[src/rtl/inv_mixcol_seq.sv]
// Iterative AES InvMixColumns engine: one shared column unit processes the
// 128-bit state one 32-bit column per cycle over four cycles. A bypass flag
// passes the state through untouched for the final decryption round.
module inv_mixcol_seq (
   input  logic         clk,
   input  logic         rst_n,
   input  logic         in_valid,
   output logic         in_ready,
   input  logic [127:0] in_state,
   input  logic         in_bypass,
   output logic         out_valid,
   input  logic         out_ready,
   output logic [127:0] out_state,
   output logic         busy
);

   typedef enum logic [1:0] {StIdle, StBusy, StDone} st_e;

   st_e          st_q, st_d;
   logic [127:0] state_q, state_d;
   logic [1:0]   col_cnt_q, col_cnt_d;
   logic         bypass_q, bypass_d;
   logic [31:0]  col_in, col_out;

   // Multiply by x in GF(2^8) mod x^8+x^4+x^3+x+1.
   function automatic logic [7:0] xt(input logic [7:0] a);
      return {a[6:0], 1'b0} ^ (a[7] ? 8'h1b : 8'h00);
   endfunction

   function automatic logic [7:0] mul9(input logic [7:0] a);
      return xt(xt(xt(a))) ^ a;
   endfunction

   function automatic logic [7:0] mulb(input logic [7:0] a);
      return xt(xt(xt(a))) ^ xt(a) ^ a;
   endfunction

   function automatic logic [7:0] muld(input logic [7:0] a);
      return xt(xt(xt(a))) ^ xt(xt(a)) ^ a;
   endfunction

   function automatic logic [7:0] mule(input logic [7:0] a);
      return xt(xt(xt(a))) ^ xt(xt(a)) ^ xt(a);
   endfunction

   // Select the column currently being processed.
   always_comb begin
      col_in = '0;
      unique case (col_cnt_q)
         2'd0: col_in = state_q[31:0];
         2'd1: col_in = state_q[63:32];
         2'd2: col_in = state_q[95:64];
         2'd3: col_in = state_q[127:96];
         default: col_in = '0;
      endcase
   end

   // Shared inverse column unit: four row multipliers over bytes a0..a3.
   always_comb begin
      logic [7:0] a0, a1, a2, a3;
      a0 = col_in[7:0];
      a1 = col_in[15:8];
      a2 = col_in[23:16];
      a3 = col_in[31:24];
      col_out[7:0]   = mule(a0) ^ mulb(a1) ^ muld(a2) ^ mul9(a3);
      col_out[15:8]  = mul9(a0) ^ mule(a1) ^ mulb(a2) ^ muld(a3);
      col_out[23:16] = muld(a0) ^ mul9(a1) ^ mule(a2) ^ mulb(a3);
      col_out[31:24] = mulb(a0) ^ muld(a1) ^ mul9(a2) ^ mule(a3);
   end

   // Next-state, column write-back and handshake outputs.
   always_comb begin
      st_d      = st_q;
      state_d   = state_q;
      col_cnt_d = col_cnt_q;
      bypass_d  = bypass_q;
      in_ready  = 1'b0;
      out_valid = 1'b0;
      busy      = 1'b0;
      unique case (st_q)
         StIdle: begin
            in_ready = 1'b1;
            if (in_valid) begin
               state_d   = in_state;
               bypass_d  = in_bypass;
               col_cnt_d = 2'd0;
               st_d      = in_bypass ? StDone : StBusy;
            end
         end
         StBusy: begin
            busy = 1'b1;
            // A bypassed state never reaches BUSY; the guard keeps it untouched regardless.
            if (!bypass_q) begin
               unique case (col_cnt_q)
                  2'd0: state_d[31:0]   = col_out;
                  2'd1: state_d[63:32]  = col_out;
                  2'd2: state_d[95:64]  = col_out;
                  2'd3: state_d[127:96] = col_out;
                  default: ;
               endcase
            end
            col_cnt_d = col_cnt_q + 2'd1;
            if (col_cnt_q == 2'd3) st_d = StDone;
         end
         StDone: begin
            out_valid = 1'b1;
            if (out_ready) st_d = StIdle;
         end
         default: st_d = StIdle;
      endcase
   end

   // State registers with asynchronous active-low reset.
   always_ff @(posedge clk or negedge rst_n) begin
      if (!rst_n) begin
         st_q      <= StIdle;
         state_q   <= '0;
         col_cnt_q <= 2'd0;
         bypass_q  <= 1'b0;
      end else begin
         st_q      <= st_d;
         state_q   <= state_d;
         col_cnt_q <= col_cnt_d;
         bypass_q  <= bypass_d;
      end
   end

   assign out_state = state_q;

endmodule

[config.mk]
export PLATFORM = sky130hd
export DESIGN_NAME = inv_mixcol_seq
export DESIGN_NICKNAME = d
export VERILOG_FILES = /design/src/rtl/inv_mixcol_seq.sv
export SDC_FILE = /design/constraint.sdc
export NUM_CORES = 1
export LEC_CHECK = 0
export BUFFER_PORTS_ARGS = -buffer_cell sky130_fd_sc_hd__buf_2
export CAP_MARGIN = 20
export CORE_MARGIN = 2
export CORE_UTILIZATION = 35
export DETAILED_ROUTE_END_ITERATION = 10
export SYNTH_ARGS = -nofsm -noshare
export SYNTH_HDL_FRONTEND = slang
export SYNTH_SLANG_ARGS = --single-unit
[constraint.sdc]
create_clock -name clk -period 5.6 [get_ports clk]
set_input_delay 0.56 -clock clk [delete_from_list [all_inputs] [get_ports clk]]
set_output_delay 0.56 -clock clk [all_outputs]
set_load 0.01 [all_outputs]
After elaboration in Yosys (flattened, before gate mapping)
Cells that the tools add are included.
Widths: inputs -> output; s select.
Word-level totals
  bits in registers: 133
  bits of input ports: 133
  output and inout bits: 131
  word-level logic and storage cells: 108
Operators by class
  $add $sub $neg: 1
  eq/ne operators: 12
  multiplexer cells: 30
  bitwise operators: 48
  reductions and logical operators: 10
Operators by type and width (number)
  $xor 8x8->8: 38
  $mux 128: 2
  $pmux 128 s2: 1
  $mux 32: 4
  $pmux 32 s4: 1
  $xor 8x5->8: 10
  $mux 5: 12
  $reduce_and 4->1: 4
  $mux 2: 5
  $ne 2x2->1 const B: 4
  $eq 2x2->1 const B: 3
  $ne 2x1->1 const B: 3
  $pmux 2 s3: 1
  $eq 2x1->1 const B: 2
  $logic_not 2->1: 2
  $pmux 2 s2: 1
  $reduce_and 2->1: 2
  $mux 1: 3
  $reduce_and 3->1: 1
  $add 2x1->2 const B: 1
  $reduce_bool 2->1: 1

Longest topological paths before layout
Gate-level depths: netlist of the first run.
  depth in word-level cells: 16
  gate-level depth with buffers: 15
  mapped depth without buffers: 10

Worst setup path before layout of the first run
No wires, ideal clock.
  kind: register to register
  from: register col_cnt_q[0]
  to: register state_q[78], in the netlist out_state[78]
  setup time: 0.133 ns
  arrival: 3.341 ns
  required time: 5.467 ns
  slack: 2.126 ns
  cell stages (with the launch flop): 11
  buffers on the path: 1
  period minus slack after synthesis: 3.474 ns
  path through: dfrtp_1 ha_1 clkbuf_1 a222oi_1 xnor2_1 xnor3_2 mux2i_4 xnor2_4 xnor3_1 nor2_2 o31ai_1
On the way
  cells in the longest elaborated chain, start to end: 14
  elaborated cells on any way between the ends: 36
  classes of those cells: eq/ne: 4; mux: 8; bitwise: 22; reduce/logical: 2
Ends and longest elaborated chain
  from (decl): line 21  | logic [1:0] col_cnt_q, col_cnt_d;
  from (signal assigned): line 123  | col_cnt_q <= col_cnt_d;
  $eq 2x2->1 (tied with other cells): line 49  | unique case (col_cnt_q)
  $pmux 32 s4: line 49
  $mux 5: line 27  | return {a[6:0], 1'b0} ^ (a[7] ? 8'h1b : 8'h00);
  $xor 8x5->8: line 27
  $xor 8x8->8: line 27
  $xor 8x5->8: line 27
  $xor 8x8->8 (2 in a row): line 43  | return xt(xt(xt(a))) ^ xt(xt(a)) ^ xt(a);
  $xor 8x8->8 (3 in a row): line 66  | col_out[15:8] = mul9(a0) ^ mule(a1) ^ mulb(a2) ^ muld(a3);
  $mux 32: line 94  | unique case (col_cnt_q)
  $mux 128: line 93  | if (!bypass_q) begin
  $pmux 128 s2: line 80  | unique case (st_q)
  to (signal assigned): line 122  | state_q <= state_d;
  to (decl): line 20  | logic [127:0] state_q, state_d;
Several ways; a longest one is shown, not always the timed one. The select of a mux whose other input is x is not followed.
A chain may end at the register's enable or synchronous reset.

Final worst setup path of the first run
  from: register col_cnt_q[0]
  to: register state_q[5], in the netlist out_state[5]
On the way
  cells in the longest elaborated chain, start to end: 14
  elaborated cells on any way between the ends: 40
  classes of those cells: eq/ne: 4; mux: 12; bitwise: 22; reduce/logical: 2
Ends and longest elaborated chain
  $eq 2x2->1 (tied with other cells): line 49
  $pmux 32 s4: line 49
  $mux 5 or $xor 8x5->8 (tied branches): line 27
  $xor 8x5->8 or $mux 5 (tied branches): line 27
  $xor 8x5->8 or $xor 8x8->8 (tied branches): line 27
  $xor 8x5->8: line 27
  $xor 8x8->8, on equally long branches (2 in a row): line 43, 35
  $xor 8x8->8 (3 in a row): line 65  | col_out[7:0] = mule(a0) ^ mulb(a1) ^ muld(a2) ^ mul9(a3);
  $mux 32: line 94
  $mux 128: line 93
  $pmux 128 s2: line 80
Several ways; a longest one is shown, not always the timed one. The select of a mux whose other input is x is not followed.

==> reports/metrics.cfg, run 1 <==
[sta]
setup_tns_ns=0
tightestPinTransition_ns=1.52
final-hold-violation-count=0
rsz0062_at_grt=false
post-route-period-util=0.887
max_freq_mhz=201
max_slew_margin=-0.0102
period_needed_ns=4.97
skew_ns=0.0173
slew_viol_final=5
setup-violations-final=0

[floorplanning]
io_pins=264
fp.dieH_um=174
core_area_mm2=0.0285
die-area_mm2=0.0302
start_util=0.353
rows=62
die_w_um=174

[placement]
portBuffers=263
place_congestion=0.996
dp_hpwl_mm=32.4

[finish]
area_growth_pct=22.9
diodes=0
drive_above_1_share=0.250
nets=1543

[synth]
async_flop_share=1.00
syn_area_mm2=0.0101
yosysWarnings=0
synth_cells=1189
synthFlopType=dfrtp_1
synth-edff-count=0
synth_seq_cells=133
syn_nets=1326
syn_area_per_cell_um2=8.48
ys_types=55
yosysSeqAreaShare=0.330

[drt]
drc=0
drt.antenna.violating_nets=0
wl_per_cell_um=23.8
via_per_inst=5.67
vias=10228
dr.pass1.iters=10
first_iter_violations=1312
drt-total-wl_mm=42.9

[status]
violations=slew limit
status=finished, violations left

[setup_path]
critPathMaxFanout=26
worst_ep_arrival_time_ns=5.25
critPathMostFrequentCell=xnor2_1
crit_type=reg -> reg
cpMaxStageDelayCell=a222oi_1
crit_chain=inv_1 > ha_1 > buf_4 > a222oi_1 > xnor2_1 > o2bb2ai_1 > o32ai_2 > xnor3_1 > xnor2_1 > nor2_1 > o21ai_0
start_kind=flop
worstRegToRegCells=11
worstPathRequired_ns=5.88
worstSetupEndpointType=flop
crit_path_max_incr_delay_ns=1.12

[clock_network]
tritoncts=built
cts.sinks=133
cts-buffers-inserted=17
clk_latency_ns=0.43
cts_resized=0
cts-root-buf=clkbuf_16
cts_hold_buf=0
max-clock-path-buffers=2
h-tree-depth=4
cts.clk_slew.worst_paths_ns=0.07
postCtsSetupRepairBufs=0

[job]
drv_cap=0

[global_routing]
grt_max_degree=88
grt_overflow=0
grt.total_usage=0.277
first_global_vias=9759
grt_antenna_before_repair=1
grt_pass1_wl_mm=63.2

[hold_path]
hold_class=in -> async

-- final cells by class --
cell class,count,area (µm²)
Clock buffer,18,429
Clock inverter,14,154
Fill cell,2917,16200
Inverter,9,33.8
Multi-Input combinational cell,945,6340
Sequential cell,133,3330
Tap cell,384,480
Timing Repair Buffer,300,1620
-- synthesized netlist by cell type (all sizes together) (2+ instances only) --
master / number / area (µm²)
a2111oi: 2 / 17.5
a211o: 2 / 17.5
a21o: 4 / 30.0
a21oi: 109 / 546
a222oi: 31 / 310
a22o: 2 / 17.5
a22oi: 2 / 15.0
a31oi: 4 / 25.0
and2: 4 / 25.0
and3: 13 / 81.3
buf: 23 / 101
clkbuf: 79 / 297
dfrtp: 133 / 3330
ha: 4 / 50.1
inv: 8 / 30.0
mux2: 2 / 22.5
mux2i: 16 / 173
nand2: 131 / 492
nand2b: 6 / 37.5
nand3: 40 / 200
nand4: 2 / 12.5
nor2: 116 / 438
nor2b: 4 / 25.0
o211ai: 4 / 30.0
o21a: 4 / 30.0
o21ai: 135 / 679
o22ai: 4 / 25.0
o2bb2ai: 2 / 17.5
o311ai: 8 / 70.1
o31ai: 20 / 150
o32ai: 3 / 41.3
or2: 4 / 25.0
or4: 4 / 30.0
xnor2: 161 / 1440
xnor3: 23 / 519
xor2: 71 / 629
xor3: 2 / 47.6
-- worst paths after layout --
check | endpoint | startpoint | slack [ns]
hold reg to reg | out_state[65] | out_state[65] | 0.51
setup / recovery | out_state[5] | col_cnt_q[0] | 0.63
hold / removal | out_state[23] | rst_n | 0.18
min in group clk | out_state[44] | in_state[44] | 0.37
max in group asynchronous | out_state[122] | rst_n | 4.21
setup reg to reg | out_state[5] | col_cnt_q[0] | 0.63
-- stage by stage --
step / area, µm² / util / hold slack (ns) / instances / worst slack [ns]
floorplan: 10100 / - / 0.264 / 1189 / 2.13
global placement: 11800 / 0.413 / 0.495 / 1770 / 0.737
detailed placement: 11800 / 0.413 / 0.494 / 1770 / 0.625
CTS: 12400 / 0.433 / 0.224 / 1802 / 0.613
global route: 12400 / 0.434 / 0.242 / 1803 / 0.444
finish: 12400 / 0.434 / 0.177 / 1803 / 0.630
-- cell families after synthesis --
family | after synthesis | synth area share
and+or+nand+nor | 327 | 0.138
AOI/OAI and AO/OA | 339 | 0.204
buffers and inverters | 111 | 0.0428
muxes | 18 | 0.0194
adders and majority gates | 4 | 0.00497
xor gates and xnor gates | 257 | 0.261
DFF | 133 | 0.330
-- cell usage in the layout, fill, tap and decap left out, types with 5 or more instances in the layout --
cell type / count
a21oi_1: 105
nand2_1: 131
o31ai_1: 20
nand3_1: 40
inv_1: 7
buf_2: 262
dfrtp_1: 133
clkinv_4: 5
nand2b_1: 5
xor2_1: 70
xnor3_1: 22
o21ai_1: 10
nor2_1: 115
xnor2_1: 159
clkbuf_16: 17
o21ai_0: 124
and3_1: 13
o311ai_1: 6
mux2i_1: 15
a222oi_1: 31
buf_4: 35
-- state kept, by name, summed over array words and instances, names as in the netlist --
| name | count |
|---|---|
| bypass_q | 1 |
| col_cnt_q | 2 |
| out_state | 128 |
| st_q | 2 |
-- critical path, delay by kind of cell (launching register included) --
kind                     cells  cell delay [ns]
adder cells (fa/ha/maj)      1             0.36
XOR/XNOR                     3             1.19
buffers and inverters        2             0.40
AO/OA/AOI/OAI                4             1.97
AND/OR/NAND/NOR              1             0.49
flip-flops                   1             0.41
-- metal layers --
| layer | up-vias | GRT usage | wire length [µm] |
|---|---|---|---|
| li1 | 4553 | - | - |
| met4 | 0 | 0.0854 | 1120 |
| met5 | - | 0 | 0 |
| met3 | 73 | 0.0414 | 3680 |
| met2 | 573 | 0.439 | 20000 |
| met1 | 5029 | 0.392 | 18200 |
Power of run 1 is left out: the tool's default activity adds up to more than one toggle a clock period on the data nets, which glitch-free logic cannot reach.
==> inputs of run 2 (changes only) <==
==> constraint.sdc (replaced) <==
create_clock -name clk -period 5.3 [get_ports clk]
set_input_delay 0.53 -clock clk [delete_from_list [all_inputs] [get_ports clk]]
set_output_delay 0.53 -clock clk [all_outputs]
set_load 0.01 [all_outputs]
==> reports/metrics.cfg, run 2 (synthesis gave the netlist of run 1 again) <==
[floorplanning]
die_w_um=174  ; unchanged
io_pins=264  ; unchanged
rows=62  ; unchanged
start_util=0.353  ; unchanged
die-area_mm2=0.0302  ; unchanged
core_area_mm2=0.0285  ; unchanged
fp.dieH_um=174  ; unchanged

[clock_network]
cts.clk_slew.worst_paths_ns=0.06  ; was 0.07 ns
cts-buffers-inserted=17  ; unchanged
cts_hold_buf=0  ; unchanged
cts.sinks=133  ; unchanged
cts-root-buf=clkbuf_16  ; unchanged
max-clock-path-buffers=2  ; unchanged
postCtsSetupRepairBufs=0  ; unchanged
clk_latency_ns=0.43  ; about the same
cts_resized=0  ; unchanged
h-tree-depth=4  ; unchanged
tritoncts=built  ; unchanged

[setup_path]
crit_chain=inv_1 > ha_1 > buf_4 > a222oi_1 > xnor2_1 > o21ai_0 > o32ai_1 > xnor2_1 > xnor3_1 > nor2_1 > o21ai_0  ; was inv_1 > ha_1 > buf_4 > a222oi_1 > xnor2_1 > o2bb2ai_1 > o32ai_2 > xnor3_1 > xnor2_1 > nor2_1 > o21ai_0
worst-path-buf-inv=2  ; unchanged
worstSetupEndpointType=flop  ; unchanged
worstPathRequired_ns=5.60  ; was 5.88 ns
timing.rr.start=col_cnt_q[0]  ; unchanged
cpMaxStageDelayCell=ha_1  ; was a222oi_1
crit_type=reg -> reg  ; unchanged
crit_path_max_incr_delay_ns=0.91  ; was 1.12 ns
start_kind=flop  ; unchanged
crit_cells=11  ; unchanged
worstRegToRegCells=11  ; unchanged
critPathMaxFanout=24  ; was 26
worst_ep_arrival_time_ns=4.93  ; was 5.25 ns
cp_top_family=XOR/XNOR gates  ; was compound AO/OA/AOI/OAI gates
startpoint=col_cnt_q[0]  ; unchanged

[sta]
setup_tns_ns=0  ; unchanged
fin_ws_ns=0.672  ; was 0.630 ns
final-hold-violation-count=0  ; unchanged
setup-violations-final=0  ; unchanged
post-route-period-util=0.873  ; was 0.887
skew_ns=0.0101  ; was 0.0173 ns
max_slew_margin=0.207  ; was -0.0102
rsz0062_at_grt=false  ; unchanged
slew_viol_final=0  ; was 5
tightestPinTransition_ns=1.19  ; was 1.52 ns
period_needed_ns=4.63  ; was 4.97 ns
max_freq_mhz=216  ; was 201 MHz

[placement]
place_congestion=0.972  ; was 0.996
portBuffers=263  ; unchanged
dp_hpwl_mm=32.5  ; was 32.4 mm
preCtsSetupSlack_ns=0.741  ; was 0.625 ns

[finish]
final_common_cell=buf_2  ; unchanged
fillers=2953  ; was 2917
regArea_mm2=0.00333  ; unchanged
nets=1551  ; was 1543
area_growth_pct=23.2  ; was 22.9%
utilization=0.435  ; was 0.434
drive_above_1_share=0.254  ; was 0.250
largest_reg_flops=128  ; unchanged
final_cell_mix=262 x buf_2, 159 x xnor2_1, 133 x dfrtp_1  ; unchanged
diodes=0  ; unchanged
multi_input_area_mm2=0.00634  ; unchanged

[global_routing]
grt_max_degree=98  ; was 88
grt_pass1_wl_mm=64.1  ; was 63.2 mm
grt_antenna_before_repair=0  ; was 1
grt_overflow=0  ; unchanged
grt.total_usage=0.282  ; was 0.277
first_global_vias=9946  ; was 9759

[drt]
drt.antenna.violating_nets=0  ; unchanged
first_iter_violations=1352  ; was 1312
wl_per_cell_um=23.9  ; was 23.8 µm
via_per_inst=5.70  ; was 5.67
dr.pass1.iters=9  ; was 10
vias=10311  ; was 10228
drc=0  ; unchanged
drt-total-wl_mm=43.3  ; was 42.9 mm

[job]
drv_cap=0  ; unchanged

[status]
status=complete, no violations  ; was finished, violations left

[hold_path]
hold_class=in -> async  ; unchanged

==> run 2: area by class of cell <==
| cell class | instances | share of cell area |
|---|---|---|
| clock buffers | 20 | 0.0376 |
| well taps | 384 | 0.0387 |
| repair buffers | 308 | 0.134 |
| flip-flops and latches | 133 | 0.268 |
| inverters | 9 | 0.00272 |
| clock inverters | 10 | 0.00796 |
| multi-input cells | 945 | 0.511 |
==> run 2: final timing paths <==
| kind | end | slack [ns] |
|---|---|---|
| setup / recovery | out_state[107] | 0.67 |
| hold / removal | out_state[4] | 0.17 |
| setup reg to reg | out_state[107] | 0.67 |
| hold reg to reg | out_state[89] | 0.52 |
| max in group asynchronous | out_state[11] | 3.96 |
| min in group clk | out_state[108] | 0.35 |
==> run 2: metrics by stage <==
step	instance area, µm²	hold slack (ns)	cells
finish	12400	0.174	1809
detailed placement	11800	0.494	1778
floorplan	10100	0.234	1189
CTS	12400	0.254	1808
global route	12400	0.275	1809
global placement	11800	0.494	1778
==> run 2: metal layers <==
metal / track usage / vias to the layer above / part of all wire
met5: 0 / - / 0
met4: 0.0872 / 0 / 0.028
met2: 0.445 / 549 / 0.46
met1: 0.398 / 5112 / 0.43
met3: 0.0458 / 84 / 0.079
li1: - / 4566 / -
Power of run 2 is left out for the same reason.
==> inputs of run 3 (changes only) <==
--- a/config.mk
+++ b/config.mk
@@ -5,6 +5,7 @@
 export SDC_FILE = /design/constraint.sdc
 export NUM_CORES = 1
 export LEC_CHECK = 0
+export ABC_AREA = 1
 export BUFFER_PORTS_ARGS = -buffer_cell sky130_fd_sc_hd__buf_2
 export CAP_MARGIN = 20
 export CORE_MARGIN = 2
==> reports/metrics.cfg, run 3 <==
[synth]
synthFlopType=dfrtp_1  ; unchanged
async_flop_share=1.00  ; unchanged
yosysWarnings=0  ; unchanged
synth_cells=1722  ; was 1189
yosysSeqAreaShare=0.300  ; was 0.330
synthTopCellsByCount=618 x nand2_1, 239 x a21oi_1, 166 x nor2_1  ; was 159 x xnor2_1, 133 x dfrtp_1, 131 x nand2_1
yosysTopAreaCell=dfrtp_1  ; unchanged
synth_most_common_cell=nand2_1  ; was xnor2_1
syn_area_per_cell_um2=6.45  ; was 8.48 µm²
yosys-top-cells-area=dfrtp_1 30%, nand2_1 21%, a21oi_1 11%  ; was dfrtp_1 33%, xnor2_1 14%, o21ai_0 6.2%
synth.top_cell.area_share=0.300  ; was 0.330
syn_nets=1859  ; was 1326
ys_types=42  ; was 55
synth-edff-count=0  ; unchanged
synth_seq_cells=133  ; unchanged
syn_area_mm2=0.0111  ; was 0.0101 mm²

[setup_path]
startpoint=col_cnt_q[0]  ; unchanged
worstPathRequired_ns=5.58  ; was 5.60 ns
worstSetupEndpointType=flop  ; unchanged
crit_type=reg -> reg  ; unchanged
reg2reg_to=out_state[88]  ; was out_state[107]
critPathMaxFanout=63  ; was 24
critPathCapture=out_state[88]  ; was out_state[107]
worstRegToRegCells=13  ; was 11
reg2reg_slack_ns=1.33  ; was 0.67 ns
start_kind=flop  ; unchanged
worst_ep_arrival_time_ns=4.25  ; was 4.93 ns
timing.rr.start=col_cnt_q[0]  ; unchanged

[clock_network]
tritoncts=built  ; unchanged
cts_hold_buf=0  ; unchanged
cts_resized=0  ; unchanged
cts.clk_slew.worst_paths_ns=0.06  ; about the same
cts-buffers-inserted=17  ; unchanged
cts-root-buf=clkbuf_16  ; unchanged
h-tree-depth=4  ; unchanged
cts.sinks=133  ; unchanged
postCtsSetupRepairBufs=0  ; unchanged
max-clock-path-buffers=2  ; unchanged
clk_latency_ns=0.45  ; was 0.43 ns

[global_routing]
grt.total_usage=0.282  ; about the same
grt_pass1_wl_mm=70.9  ; was 64.1 mm
grt_antenna_before_repair=1  ; was 0
first_global_vias=11802  ; was 9946
grt_overflow=0  ; unchanged
grt_max_degree=91  ; was 98

[finish]
nets=2095  ; was 1551
area_growth_pct=20.3  ; was 23.2%
largest_reg_flops=128  ; unchanged
final_common_cell=nand2_1  ; was buf_2
final_cell_mix=617 x nand2_1, 262 x buf_2, 236 x a21oi_1  ; was 262 x buf_2, 159 x xnor2_1, 133 x dfrtp_1
drive_above_1_share=0.211  ; was 0.254

[floorplanning]
start_util=0.354  ; was 0.353
die_w_um=182  ; was 174 µm
core_area_mm2=0.0314  ; was 0.0285 mm²
rows=65  ; was 62
io_pins=264  ; unchanged
fp.dieH_um=182  ; was 174 µm
die-area_mm2=0.0332  ; was 0.0302 mm²

[drt]
wl_per_cell_um=20.0  ; was 23.9 µm
via_per_inst=5.38  ; was 5.70
drc=0  ; unchanged
first_iter_violations=1192  ; was 1352
drt.antenna.violating_nets=0  ; unchanged
vias=12764  ; was 10311
dr.pass1.iters=5  ; was 9
drt-total-wl_mm=47.5  ; was 43.3 mm

[placement]
dp_hpwl_mm=37.2  ; was 32.5 mm
place_congestion=1.02  ; was 0.972
portBuffers=263  ; unchanged

[sta]
slew_viol_final=0  ; unchanged
final-hold-violation-count=0  ; unchanged
setup_tns_ns=0  ; unchanged
skew_ns=0.0214  ; was 0.0101 ns
tightestPinTransition_ns=0.873  ; was 1.19 ns
max_slew_margin=0.412  ; was 0.207
rsz0062_at_grt=false  ; unchanged
max_freq_mhz=252  ; was 216 MHz
period_needed_ns=3.97  ; was 4.63 ns
post-route-period-util=0.750  ; was 0.873
setup-violations-final=0  ; unchanged

[job]
drv_cap=0  ; unchanged

[status]
status=complete, no violations  ; unchanged

[hold_path]
hold_class=in -> async  ; unchanged

==> run 3: changes by cell type after synthesis, sizes merged, moves of 19 or more <==
cell / delta
nand3: +81
o21bai: +22
xnor2: -137
a21oi: +130
a222oi: -31
nand2: +512
nor2: +77
o31ai: -19
clkbuf: -40
xnor3: -23
inv: +106
o21ai: -110
a21boi: +19
==> run 3: metrics by stage <==
stage	instance area [µm²]	utilization	hold slack (ns)	instances	worst slack (ns)
6_report	13400	0.426	0.170	2374	1.33
5_1_grt	13400	0.426	0.255	2374	1.02
4_1_cts	13400	0.426	0.203	2373	1.42
3_5_place_dp	12800	0.407	0.528	2341	1.44
3_3_place_gp	12800	0.407	0.532	2341	1.56
2_1_floorplan	11100	-	0.234	1722	2.88
==> run 3: logic make-up (layout without fill, tap and decap cells) <==
group | count (synthesis) | in the layout | synth area share
fa+ha+maj | 4 | 4 | 0.00450
other cells | 0 | 1 | 0
buf+inv | 179 | 428 | 0.0703
xor+xnor | 112 | 112 | 0.0947
flops | 133 | 133 | 0.300
mux | 1 | 1 | 0.00101
simple gates | 976 | 976 | 0.366
compound gates | 317 | 317 | 0.164
==> run 3: routing by layer <==
layer | GRT usage | wire length, µm | vias to the layer above
met2 | 0.439 | 21300 | 645
li1 | - | - | 5977
met3 | 0.0375 | 3830 | 74
met5 | 0 | 0 | -
met1 | 0.404 | 21100 | 6068
met4 | 0.0952 | 1330 | 0
==> run 3: worst min path at each step <==
stage | slack (ns) | to | cells past startpoint
global placement | 0.53 | bypass_q | 1
detailed placement | 0.53 | bypass_q | 1
finish | 0.17 | bypass_q | 1
global route | 0.26 | out_state[107] | 1
floorplan | 0.23 | bypass_q | 0
CTS | 0.20 | out_state[32] | 1
==> run 3: worst max-delay path: stages, from the launching register on <==
cell and delay, ns:
dfrtp_1 0.38, inv_1 0.09, ha_1 0.26, inv_4 0.57
nand2_1 0.18, o21bai_1 0.72, nand2_1 0.27, nand2_2 0.18
nand2_1 0.09, nand2_1 0.13, xor2_1 0.37, a21oi_1 0.11
o21ai_0 0.30, a21oi_1 0.16
==> run 3: layout make-up <==
class	count	area (µm²)
timing repair buffer	281	1470
clock inverter	14	150
tap	402	503
clock buffer	18	439
antenna	1	2.50
inverter	115	437
fill	3334	18000
sequential	133	3330
multi-input combinational	1410	7040
Power of run 3 is left out for the same reason.
